[src/rtl/reorder_buffer_if.sv]
// Reorder buffer bus interface: dispatch, completion and retire signal groups.
//   master : core side (drives dispatch and completion, receives retire/status)
//   slave  : reorder buffer side
interface reorder_buffer_if #(
  parameter int unsigned ROB_SIZE_BITS = 4,
  parameter int unsigned PREG_BITS     = 6
);
  localparam int unsigned PC_W = 32;

  // Dispatch (two slots, A is older)
  logic                     disp_valid_a;
  logic                     disp_valid_b;
  logic [PC_W-1:0]          disp_pc_a;
  logic [PC_W-1:0]          disp_pc_b;
  logic [PREG_BITS-1:0]     disp_rd_a;
  logic [PREG_BITS-1:0]     disp_rd_b;
  logic [PREG_BITS-1:0]     disp_rd_old_a;
  logic [PREG_BITS-1:0]     disp_rd_old_b;
  logic                     disp_regwrite_a;
  logic                     disp_regwrite_b;
  logic [ROB_SIZE_BITS-1:0] disp_rob_num_a;
  logic [ROB_SIZE_BITS-1:0] disp_rob_num_b;
  logic                     rob_stall;

  // Completion from alu1 / alu2 / mem
  logic                     cmp_valid_0;
  logic                     cmp_valid_1;
  logic                     cmp_valid_2;
  logic [ROB_SIZE_BITS-1:0] cmp_rob_num_0;
  logic [ROB_SIZE_BITS-1:0] cmp_rob_num_1;
  logic [ROB_SIZE_BITS-1:0] cmp_rob_num_2;

  // Retire (two slots, A is older)
  logic                     ret_valid_a;
  logic                     ret_valid_b;
  logic [PC_W-1:0]          ret_pc_a;
  logic [PC_W-1:0]          ret_pc_b;
  logic [PREG_BITS-1:0]     ret_rd_a;
  logic [PREG_BITS-1:0]     ret_rd_b;
  logic                     ret_free_valid_a;
  logic                     ret_free_valid_b;
  logic [PREG_BITS-1:0]     ret_rd_old_a;
  logic [PREG_BITS-1:0]     ret_rd_old_b;
  logic                     rob_empty;

  modport master (
    output disp_valid_a, disp_valid_b, disp_pc_a, disp_pc_b,
           disp_rd_a, disp_rd_b, disp_rd_old_a, disp_rd_old_b,
           disp_regwrite_a, disp_regwrite_b,
           cmp_valid_0, cmp_valid_1, cmp_valid_2,
           cmp_rob_num_0, cmp_rob_num_1, cmp_rob_num_2,
    input  disp_rob_num_a, disp_rob_num_b, rob_stall,
           ret_valid_a, ret_valid_b, ret_pc_a, ret_pc_b, ret_rd_a, ret_rd_b,
           ret_free_valid_a, ret_free_valid_b, ret_rd_old_a, ret_rd_old_b,
           rob_empty
  );

  modport slave (
    input  disp_valid_a, disp_valid_b, disp_pc_a, disp_pc_b,
           disp_rd_a, disp_rd_b, disp_rd_old_a, disp_rd_old_b,
           disp_regwrite_a, disp_regwrite_b,
           cmp_valid_0, cmp_valid_1, cmp_valid_2,
           cmp_rob_num_0, cmp_rob_num_1, cmp_rob_num_2,
    output disp_rob_num_a, disp_rob_num_b, rob_stall,
           ret_valid_a, ret_valid_b, ret_pc_a, ret_pc_b, ret_rd_a, ret_rd_b,
           ret_free_valid_a, ret_free_valid_b, ret_rd_old_a, ret_rd_old_b,
           rob_empty
  );
endinterface

[src/rtl/reorder_buffer.sv]
// 16-entry circular reorder buffer for a 2-wide out-of-order core.
// Allocates up to two entries per cycle, records completions from three
// functional units, and retires up to two instructions per cycle in order,
// returning the stale physical destination to the free pool.
// Ports:
//   clk    : core clock, rising-edge
//   reset  : synchronous, active-high
//   rob    : reorder_buffer_if.slave (dispatch / completion / retire groups)
//   perf_retired, perf_stall_cycles : only when ROB_PERF_CNT_EN is defined
// Optional feature macro: ROB_PERF_CNT_EN (performance counters).
module reorder_buffer #(
  parameter int unsigned ROB_SIZE_BITS = 4,
  parameter int unsigned PREG_BITS     = 6
) (
  input  logic              clk,
  input  logic              reset,
  reorder_buffer_if.slave   rob
`ifdef ROB_PERF_CNT_EN
  ,
  output logic [31:0]       perf_retired,
  output logic [31:0]       perf_stall_cycles
`endif
);
  localparam int unsigned DEPTH = 1 << ROB_SIZE_BITS;
  localparam int unsigned IDX_W = ROB_SIZE_BITS;
  localparam int unsigned PTR_W = ROB_SIZE_BITS + 1;
  localparam int unsigned CNT_W = ROB_SIZE_BITS + 1;
  localparam int unsigned PC_W  = 32;

  logic [DEPTH-1:0]     valid;
  logic [DEPTH-1:0]     done;
  logic [DEPTH-1:0]     regwrite_q;
  logic [PC_W-1:0]      pc_q     [DEPTH];
  logic [PREG_BITS-1:0] rd_q     [DEPTH];
  logic [PREG_BITS-1:0] rd_old_q [DEPTH];
  logic [PTR_W-1:0]     head;
  logic [PTR_W-1:0]     tail;
  logic [CNT_W-1:0]     count;

  logic [IDX_W-1:0]     head_idx;
  logic [IDX_W-1:0]     head_idx1;
  logic [IDX_W-1:0]     tail_idx;
  logic [IDX_W-1:0]     tail_idx1;
  logic                 stall;
  logic                 disp_fire;
  logic                 disp_two;
  logic                 ret_a;
  logic                 ret_b;
  logic [1:0]           n_disp;
  logic [1:0]           n_ret;

  // Pointer decode, stall, dispatch/retire decisions and retire outputs
  always_comb begin
    head_idx  = head[IDX_W-1:0];
    head_idx1 = head_idx + IDX_W'(1);
    tail_idx  = tail[IDX_W-1:0];
    tail_idx1 = tail_idx + IDX_W'(1);

    // Registered count only; a same-cycle retire does not relieve the stall
    stall     = count > CNT_W'(DEPTH - 2);
    disp_fire = rob.disp_valid_a & ~stall;
    disp_two  = disp_fire & rob.disp_valid_b;
    n_disp    = {disp_two, disp_fire & ~disp_two};

    ret_a     = valid[head_idx] & done[head_idx];
    ret_b     = ret_a & valid[head_idx1] & done[head_idx1];
    n_ret     = {ret_b, ret_a & ~ret_b};

    rob.disp_rob_num_a   = tail_idx;
    rob.disp_rob_num_b   = tail_idx1;
    rob.rob_stall        = stall;
    // Wrap bit separates full from empty when the indices match
    rob.rob_empty        = (head == tail);

    rob.ret_valid_a      = ret_a;
    rob.ret_valid_b      = ret_b;
    rob.ret_pc_a         = ret_a ? pc_q[head_idx]     : '0;
    rob.ret_pc_b         = ret_b ? pc_q[head_idx1]    : '0;
    rob.ret_rd_a         = ret_a ? rd_q[head_idx]     : '0;
    rob.ret_rd_b         = ret_b ? rd_q[head_idx1]    : '0;
    rob.ret_rd_old_a     = ret_a ? rd_old_q[head_idx] : '0;
    rob.ret_rd_old_b     = ret_b ? rd_old_q[head_idx1]: '0;
    rob.ret_free_valid_a = ret_a & regwrite_q[head_idx];
    rob.ret_free_valid_b = ret_b & regwrite_q[head_idx1];
  end

  // Entry status and pointers; later writes win for the freshly allocated entries
  always_ff @(posedge clk) begin
    if (reset) begin
      valid <= '0;
      done  <= '0;
      head  <= '0;
      tail  <= '0;
      count <= '0;
    end else begin
      if (rob.cmp_valid_0 && valid[rob.cmp_rob_num_0]) done[rob.cmp_rob_num_0] <= 1'b1;
      if (rob.cmp_valid_1 && valid[rob.cmp_rob_num_1]) done[rob.cmp_rob_num_1] <= 1'b1;
      if (rob.cmp_valid_2 && valid[rob.cmp_rob_num_2]) done[rob.cmp_rob_num_2] <= 1'b1;
      if (ret_a) begin
        valid[head_idx] <= 1'b0;
        done[head_idx]  <= 1'b0;
      end
      if (ret_b) begin
        valid[head_idx1] <= 1'b0;
        done[head_idx1]  <= 1'b0;
      end
      if (disp_fire) begin
        valid[tail_idx] <= 1'b1;
        done[tail_idx]  <= 1'b0;
      end
      if (disp_two) begin
        valid[tail_idx1] <= 1'b1;
        done[tail_idx1]  <= 1'b0;
      end
      head  <= head + PTR_W'(n_ret);
      tail  <= tail + PTR_W'(n_disp);
      count <= count + CNT_W'(n_disp) - CNT_W'(n_ret);
    end
  end

  // Entry payload; only meaningful while the entry is valid, so no reset
  always_ff @(posedge clk) begin
    if (!reset && disp_fire) begin
      pc_q[tail_idx]       <= rob.disp_pc_a;
      rd_q[tail_idx]       <= rob.disp_rd_a;
      rd_old_q[tail_idx]   <= rob.disp_rd_old_a;
      regwrite_q[tail_idx] <= rob.disp_regwrite_a;
    end
    if (!reset && disp_two) begin
      pc_q[tail_idx1]       <= rob.disp_pc_b;
      rd_q[tail_idx1]       <= rob.disp_rd_b;
      rd_old_q[tail_idx1]   <= rob.disp_rd_old_b;
      regwrite_q[tail_idx1] <= rob.disp_regwrite_b;
    end
  end

`ifdef ROB_PERF_CNT_EN
  // Retired-instruction and dispatch-stall counters, wrapping mod 2**32
  always_ff @(posedge clk) begin
    if (reset) begin
      perf_retired      <= '0;
      perf_stall_cycles <= '0;
    end else begin
      perf_retired      <= perf_retired + 32'(n_ret);
      perf_stall_cycles <= perf_stall_cycles + 32'(stall & rob.disp_valid_a);
    end
  end
`endif

endmodule

[src/flat_wrapper.sv]
// flat-port wrapper written by rule: the top's interface ports become plain ports
module reorder_buffer_flat 
#(
  parameter int unsigned ROB_SIZE_BITS = 4,
  parameter int unsigned PREG_BITS     = 6
)
  (clk, reset, rob_disp_valid_a, rob_disp_valid_b, rob_disp_pc_a, rob_disp_pc_b, rob_disp_rd_a, rob_disp_rd_b, rob_disp_rd_old_a, rob_disp_rd_old_b, rob_disp_regwrite_a, rob_disp_regwrite_b, rob_cmp_valid_0, rob_cmp_valid_1, rob_cmp_valid_2, rob_cmp_rob_num_0, rob_cmp_rob_num_1, rob_cmp_rob_num_2, rob_disp_rob_num_a, rob_disp_rob_num_b, rob_rob_stall, rob_ret_valid_a, rob_ret_valid_b, rob_ret_pc_a, rob_ret_pc_b, rob_ret_rd_a, rob_ret_rd_b, rob_ret_free_valid_a, rob_ret_free_valid_b, rob_ret_rd_old_a, rob_ret_rd_old_b, rob_rob_empty);
  reorder_buffer_if #(.ROB_SIZE_BITS(ROB_SIZE_BITS), .PREG_BITS(PREG_BITS)) rob_i ();
  input  logic clk;
  input  logic reset;
  input wire logic [$bits(rob_i.disp_valid_a)-1:0] rob_disp_valid_a;
  input wire logic [$bits(rob_i.disp_valid_b)-1:0] rob_disp_valid_b;
  input wire logic [$bits(rob_i.disp_pc_a)-1:0] rob_disp_pc_a;
  input wire logic [$bits(rob_i.disp_pc_b)-1:0] rob_disp_pc_b;
  input wire logic [$bits(rob_i.disp_rd_a)-1:0] rob_disp_rd_a;
  input wire logic [$bits(rob_i.disp_rd_b)-1:0] rob_disp_rd_b;
  input wire logic [$bits(rob_i.disp_rd_old_a)-1:0] rob_disp_rd_old_a;
  input wire logic [$bits(rob_i.disp_rd_old_b)-1:0] rob_disp_rd_old_b;
  input wire logic [$bits(rob_i.disp_regwrite_a)-1:0] rob_disp_regwrite_a;
  input wire logic [$bits(rob_i.disp_regwrite_b)-1:0] rob_disp_regwrite_b;
  input wire logic [$bits(rob_i.cmp_valid_0)-1:0] rob_cmp_valid_0;
  input wire logic [$bits(rob_i.cmp_valid_1)-1:0] rob_cmp_valid_1;
  input wire logic [$bits(rob_i.cmp_valid_2)-1:0] rob_cmp_valid_2;
  input wire logic [$bits(rob_i.cmp_rob_num_0)-1:0] rob_cmp_rob_num_0;
  input wire logic [$bits(rob_i.cmp_rob_num_1)-1:0] rob_cmp_rob_num_1;
  input wire logic [$bits(rob_i.cmp_rob_num_2)-1:0] rob_cmp_rob_num_2;
  output wire logic [$bits(rob_i.disp_rob_num_a)-1:0] rob_disp_rob_num_a;
  output wire logic [$bits(rob_i.disp_rob_num_b)-1:0] rob_disp_rob_num_b;
  output wire logic [$bits(rob_i.rob_stall)-1:0] rob_rob_stall;
  output wire logic [$bits(rob_i.ret_valid_a)-1:0] rob_ret_valid_a;
  output wire logic [$bits(rob_i.ret_valid_b)-1:0] rob_ret_valid_b;
  output wire logic [$bits(rob_i.ret_pc_a)-1:0] rob_ret_pc_a;
  output wire logic [$bits(rob_i.ret_pc_b)-1:0] rob_ret_pc_b;
  output wire logic [$bits(rob_i.ret_rd_a)-1:0] rob_ret_rd_a;
  output wire logic [$bits(rob_i.ret_rd_b)-1:0] rob_ret_rd_b;
  output wire logic [$bits(rob_i.ret_free_valid_a)-1:0] rob_ret_free_valid_a;
  output wire logic [$bits(rob_i.ret_free_valid_b)-1:0] rob_ret_free_valid_b;
  output wire logic [$bits(rob_i.ret_rd_old_a)-1:0] rob_ret_rd_old_a;
  output wire logic [$bits(rob_i.ret_rd_old_b)-1:0] rob_ret_rd_old_b;
  output wire logic [$bits(rob_i.rob_empty)-1:0] rob_rob_empty;
  assign rob_i.disp_valid_a = rob_disp_valid_a;
  assign rob_i.disp_valid_b = rob_disp_valid_b;
  assign rob_i.disp_pc_a = rob_disp_pc_a;
  assign rob_i.disp_pc_b = rob_disp_pc_b;
  assign rob_i.disp_rd_a = rob_disp_rd_a;
  assign rob_i.disp_rd_b = rob_disp_rd_b;
  assign rob_i.disp_rd_old_a = rob_disp_rd_old_a;
  assign rob_i.disp_rd_old_b = rob_disp_rd_old_b;
  assign rob_i.disp_regwrite_a = rob_disp_regwrite_a;
  assign rob_i.disp_regwrite_b = rob_disp_regwrite_b;
  assign rob_i.cmp_valid_0 = rob_cmp_valid_0;
  assign rob_i.cmp_valid_1 = rob_cmp_valid_1;
  assign rob_i.cmp_valid_2 = rob_cmp_valid_2;
  assign rob_i.cmp_rob_num_0 = rob_cmp_rob_num_0;
  assign rob_i.cmp_rob_num_1 = rob_cmp_rob_num_1;
  assign rob_i.cmp_rob_num_2 = rob_cmp_rob_num_2;
  assign rob_disp_rob_num_a = rob_i.disp_rob_num_a;
  assign rob_disp_rob_num_b = rob_i.disp_rob_num_b;
  assign rob_rob_stall = rob_i.rob_stall;
  assign rob_ret_valid_a = rob_i.ret_valid_a;
  assign rob_ret_valid_b = rob_i.ret_valid_b;
  assign rob_ret_pc_a = rob_i.ret_pc_a;
  assign rob_ret_pc_b = rob_i.ret_pc_b;
  assign rob_ret_rd_a = rob_i.ret_rd_a;
  assign rob_ret_rd_b = rob_i.ret_rd_b;
  assign rob_ret_free_valid_a = rob_i.ret_free_valid_a;
  assign rob_ret_free_valid_b = rob_i.ret_free_valid_b;
  assign rob_ret_rd_old_a = rob_i.ret_rd_old_a;
  assign rob_ret_rd_old_b = rob_i.ret_rd_old_b;
  assign rob_rob_empty = rob_i.rob_empty;
  reorder_buffer #(.ROB_SIZE_BITS(ROB_SIZE_BITS), .PREG_BITS(PREG_BITS)) u_core (.clk(clk), .reset(reset), .rob(rob_i));
endmodule
[config.mk]
export PLATFORM = sky130hd
export DESIGN_NAME = reorder_buffer_flat
export DESIGN_NICKNAME = d
export VERILOG_FILES = /design/src/rtl/reorder_buffer_if.sv /design/src/rtl/reorder_buffer.sv /design/src/flat_wrapper.sv
export SDC_FILE = /design/constraint.sdc
export NUM_CORES = 2
export LEC_CHECK = 0
export ABC_AREA = 1
export CAP_MARGIN = 5
export CORE_AREA = 2 2 303 305
export DETAILED_ROUTE_END_ITERATION = 8
export DIE_AREA = 0 0 305 307
export HOLD_SLACK_MARGIN = 0.02
export PLACE_DENSITY = 0.8
export SYNTH_ARGS = -nofsm -noshare
export SYNTH_HDL_FRONTEND = slang
export SYNTH_SLANG_ARGS = --single-unit
[constraint.sdc]
create_clock -name clk -period 12.4 [get_ports clk]
set_input_delay 1.24 -clock clk [delete_from_list [all_inputs] [get_ports clk]]
set_output_delay 1.24 -clock clk [all_outputs]
set_load 0.01 [all_outputs]
==> results_tabular.tex <==
\begin{tabular}{lr}
\hline
Metric & Value \\
\hline
\multicolumn{2}{l}{\textbf{Worst hold path}} \\
\quad HP Class & flip-flop to flip-flop \\
\quad Start point of the worst hold path & u\_core.valid[8]\$\_SDFF\_PP0\_ \\
\multicolumn{2}{l}{\textbf{Critical path}} \\
\quad Launch point of the worst reg-to-reg path & u\_core.head[0]\$\_SDFF\_PP0\_ \\
\quad Worst-path cell with the longest stage delay & sky130\_fd\_sc\_hd\_\_buf\_4 \\
\quad Top Family by Delay on Critical Path & buffers and inverters \\
\quad Critical Path AT & 7.41 ns \\
\quad Buffer and inverter count on the worst path & 6 \\
\quad Top cell by count, worst path & sky130\_fd\_sc\_hd\_\_buf\_4 \\
\quad Depth of the most critical reg-to-reg path & 17 \\
\quad Worst Setup Start Kind & flip-flop \\
\quad Setup crit start & u\_core.head[0]\$\_SDFF\_PP0\_ \\
\quad Worst R2R End & u\_core.count[4]\$\_SDFF\_PP0\_ \\
\quad Slowest Stage Delay on Critical Path & 0.93 ns \\
\quad CP Cell Sequence & inv\_8 -> buf\_4 -> buf\_4 -> buf\_4 -> buf\_4 -> nor2\_1 -> a21oi\_1 -> o21ai\_0 -> nand2\_1 -> o21ai\_0 -> nor3\_1 -> clkdlybuf4s50\_1 \\
\quad Largest fanout on the critical path & 144 \\
\quad Cell depth of the worst setup path & 12 \\
\quad Critical Path End & rob\_ret\_rd\_old\_b[5] \\
\quad Data required, critical path & 11.16 ns \\
\quad Type of the setup path with the least slack & flip-flop to output pin \\
\quad Type of element capturing the critical path & output pin \\
\quad R2R setup slack & 6.63 ns \\
\multicolumn{2}{l}{\textbf{Synthesis}} \\
\quad Share of the synthesized area in compound gates (AO/OA/AOI/OAI) & 0.256 \\
\quad Yosys synthesis warning count & 0 \\
\quad Area of the mapped netlist & 47500 um\^{}2 \\
\quad Share of synthesized area spent on multiplexers & 0 \\
\quad Share of the synthesized area in the top cell type & 0.445 \\
\quad Synthesized-area fraction occupied by xor and xnor cells & 0.00108 \\
\quad Synthesized-area fraction occupied by and/or/nand/nor cells & 0.169 \\
\quad Cell type with the largest total area after synthesis & sky130\_fd\_sc\_hd\_\_edfxtp\_1 \\
\quad Post-synthesis adder-cell area fraction & 0.00800 \\
\quad Cells after Synth & 6203 \\
\quad Syn\_nets & 6340 \\
\quad Synth Register Bits & 767 \\
\quad Post-Synthesis Mean Instance Area & 7.66 um\^{}2 \\
\quad Top-count cell post-synth & sky130\_fd\_sc\_hd\_\_o21ai\_0 \\
\quad Fraction of registers with async set or reset after synthesis & 0 \\
\quad Sequential share of the synthesized area & 0.471 \\
\quad Count of unique library cells instantiated by Yosys & 44 \\
\quad Ranking of synthesized cells by instance count & sky130\_fd\_sc\_hd\_\_o21ai\_0 (1267), sky130\_fd\_sc\_hd\_\_nand2\_1 (1213), sky130\_fd\_sc\_hd\_\_edfxtp\_1 (704), sky130\_fd\_sc\_hd\_\_a21oi\_1 (655), sky130\_fd\_sc\_hd\_\_nor2\_1 (571) \\
\quad Dominant synthesized flop cell & sky130\_fd\_sc\_hd\_\_edfxtp\_1 \\
\quad Biggest area contributors in the synthesized netlist & sky130\_fd\_sc\_hd\_\_edfxtp\_1 (44\%), sky130\_fd\_sc\_hd\_\_o21ai\_0 (13\%), sky130\_fd\_sc\_hd\_\_nand2\_1 (9.6\%) \\
\quad Combinational family with the most area after synthesis & compound AO/OA/AOI/OAI gates \\
\quad Number of flops mapped to enable cells by yosys & 704 \\
\multicolumn{2}{l}{\textbf{Finish}} \\
\quad Area taken by multi-input logic gates & 20900 um\^{}2 \\
\quad Area growth from synthesis to layout & 8.99\% \\
\quad Fraction of layout cells with a size suffix above 1 & 0.0425 \\
\quad Seq. cell area & 22400 um\^{}2 \\
\quad Count of nets after finishing & 6092 \\
\quad Number of fill cells & 7801 \\
\multicolumn{2}{l}{\textbf{Detailed routing}} \\
\quad Count of TritonRoute iterations in the first routing pass & 9 \\
\quad Final routed DRC violation total & 7 \\
\quad DRC marker count from the first detailed-route iteration & 8049 \\
\quad Number of nets still failing antenna checks after routing & 0 \\
\quad Ratio of routed vias to standard cells & 6.33 \\
\quad Wire length per cell after detailed routing & 22.8 um \\
\quad Total vias in the final route & 45600 \\
\quad Wirelength, routed & 164000 um \\
\multicolumn{2}{l}{\textbf{Clock network}} \\
\quad Sink Count & 767 \\
\quad Number of buffers created by CTS & 84 \\
\quad Hold buffers post-CTS & 0 \\
\quad Root cell of the clock tree & sky130\_fd\_sc\_hd\_\_clkbuf\_16 \\
\quad CTS tree & yes \\
\quad Worst-skew pair later-pin latency & 0.64 ns \\
\quad Level count of the clock H-tree & 3 \\
\quad Post-CTS Setup Repair Bufs & 0 \\
\quad Number of gates resized after CTS & 0 \\
\quad Bufs on Longest Clock Path & 3 \\
\quad Clock input transition at the sequential cells of the worst setup and hold paths & 0.06 ns \\
\multicolumn{2}{l}{\textbf{Power}} \\
\quad Sequential power share & 0.494 \\
\quad Proportion of power drawn by the clock network & 0.408 \\
\quad Power per unit of standard cell area & 115 nW/um\^{}2 \\
\quad Highest ir drop seen on vdd & 0.0947 mV \\
\quad Internal portion of total power & 4.47 mW \\
\quad Sw frac & 0.250 \\
\quad Leakage power summed over all cells & 21.1 nW \\
\quad Net switching power & 1.49 mW \\
\quad Combinational cell fraction of total power & 0.097 \\
\multicolumn{2}{l}{\textbf{GRT}} \\
\quad Residual overflow from global routing & 0 \\
\quad Maximum number of pins on one net before global-route repair & 145 \\
\quad Number of antenna violations at the first check in global routing & 8 \\
\quad Wire length of the first global-routing pass & 244000 um \\
\quad Number of global-route vias before repair & 41700 \\
\quad Overall Global Routing Usage & 0.337 \\
\multicolumn{2}{l}{\textbf{Timing}} \\
\quad RSZ-0062 raised after global routing & no \\
\quad Number of failing setup endpoints in the final timing report & 0 \\
\quad Worst clock skew & 0.0259 ns \\
\quad Worst setup slack after layout & 3.75 ns \\
\quad WHS & 0.511 ns \\
\quad Total negative slack & 0 ns \\
\quad Clock period minus final worst setup slack & 8.65 ns \\
\quad Slew Viols, Final & 0 \\
\quad Maximum clock rate & 116 MHz \\
\quad Period Utilization, post-route & 0.697 \\
\quad Worst relative slew slack & 0.0855 \\
\quad Worst-Margin Slew & 1.37 ns \\
\quad Total count of hold-check failures in the final report & 0 \\
\multicolumn{2}{l}{\textbf{Job}} \\
\quad Count of maximum capacitance violations & 0 \\
\multicolumn{2}{l}{\textbf{Placed design}} \\
\quad Final weighted congestion in routability-driven placement & 0.916 \\
\quad Quantity of I/O buffers inserted on ports & 210 \\
\quad HPWL after DPL & 86800 um \\
\quad Post-placement setup slack & 4.77 ns \\
\multicolumn{2}{l}{\textbf{Die}} \\
\quad DIE WIDTH & 305 um \\
\quad Height of the die & 307 um \\
\quad I/O Pins & 211 \\
\quad Core Rows & 111 \\
\quad Starting Density & 0.524 \\
\quad Die ar. & 93600 um\^{}2 \\
\quad Placeable core region & 90700 um\^{}2 \\
\multicolumn{2}{l}{\textbf{Status}} \\
\quad Result of the run & finished, violations left \\
\quad Violated checks & design-rule violations \\
\hline
\end{tabular}
## per-layer routing
layer,global-route usage,wire [um]
met5,0,47
met3,0.0816,25300
met4,0.168,8390
met2,0.522,71200
met1,0.444,59100
## how the worst min path moves through the flow
stage	end	cells past startpoint	slack [ns]
2_1_floorplan	u_core.valid[0]$_SDFF_PP0_	2	0.46
3_3_place_gp	u_core.tail[4]$_SDFF_PP0_	2	0.49
3_5_place_dp	u_core.valid[8]$_SDFF_PP0_	2	0.50
4_1_cts	u_core.valid[8]$_SDFF_PP0_	2	0.51
5_1_grt	u_core.valid[11]$_SDFF_PP0_	2	0.54
6_report	u_core.valid[8]$_SDFF_PP0_	2	0.51
## tightest hold or removal path, delay by kind of cell, from the launching register on
kind / cells / cell delay, ns
DFF: 1 / 0.33
and+or+nand+nor: 2 / 0.14
## registers in the layout (all words and copies together), names as in the netlist
register,cells
u_core.pc_q,512
u_core.rd_old_q,96
u_core.rd_q,96
u_core.done,16
u_core.regwrite_q,16
u_core.valid,16
u_core.count,5
u_core.head,5
u_core.tail,5
## cells by family after synthesis
logic type      Yosys count
simple gates           2013
xor+xnor                  5
buf+inv                1110
flops                   767
compound gates         2280
fa+ha+maj                28
## final cells by class
class | instances | area share
sequential | 767 | 0.433
multi-input combinational | 4326 | 0.403
timing repair buffer | 268 | 0.0492
clock buffer | 105 | 0.0429
inverter | 508 | 0.0371
tap | 1186 | 0.0286
clock inverter | 44 | 0.00667
antenna | 3 | 0.000145
## through the flow
stage	total power, mW	cells	area [um^2]	utilization
floorplan	3.36	6203	47500	-
finish	5.95	7207	51800	0.571
CTS	5.92	7204	51800	0.571
global placement	3.53	7055	49200	0.543
global route	6.10	7206	51800	0.571
detailed placement	3.55	7055	49200	0.543
## placed cells by master (no fill, tap or decap), types with 3 or more instances in the layout
cell type	instances
sky130_fd_sc_hd__a211oi_1	36
sky130_fd_sc_hd__a21oi_1	655
sky130_fd_sc_hd__a22o_1	18
sky130_fd_sc_hd__a22oi_1	102
sky130_fd_sc_hd__buf_4	57
sky130_fd_sc_hd__bufinv_16	5
sky130_fd_sc_hd__clkbuf_1	18
sky130_fd_sc_hd__clkbuf_16	85
sky130_fd_sc_hd__clkdlybuf4s50_1	210
sky130_fd_sc_hd__clkinv_1	20
sky130_fd_sc_hd__clkinv_2	14
sky130_fd_sc_hd__clkinvlp_4	5
sky130_fd_sc_hd__dfxtp_1	61
sky130_fd_sc_hd__diode_2	3
sky130_fd_sc_hd__edfxtp_1	704
sky130_fd_sc_hd__fa_1	4
sky130_fd_sc_hd__ha_1	23
sky130_fd_sc_hd__inv_1	493
sky130_fd_sc_hd__inv_2	10
sky130_fd_sc_hd__inv_6	4
sky130_fd_sc_hd__nand2_1	1196
sky130_fd_sc_hd__nand2_2	3
sky130_fd_sc_hd__nand2_4	19
sky130_fd_sc_hd__nand3_1	127
sky130_fd_sc_hd__nand3_4	7
sky130_fd_sc_hd__nand4_1	51
sky130_fd_sc_hd__nor2_1	566
sky130_fd_sc_hd__nor2_4	13
sky130_fd_sc_hd__nor3_1	26
sky130_fd_sc_hd__o211ai_1	84
sky130_fd_sc_hd__o21ai_0	1267
sky130_fd_sc_hd__o21ai_1	82
sky130_fd_sc_hd__o21ai_2	21
sky130_fd_sc_hd__o22ai_1	6
sky130_fd_sc_hd__xnor2_1	3
## power groups by stage
stage / clock (mW) / sequential (mW) / combinational [mW]
after floorplan: 0 / 2.98 / 0.380
after global placement: 0 / 2.99 / 0.539
after detailed placement: 0 / 2.99 / 0.560
after CTS: 2.42 / 2.94 / 0.563
after global routing: 2.51 / 2.95 / 0.642
final: 2.43 / 2.94 / 0.579
Note: power is estimated with default switching activity, not from simulation.
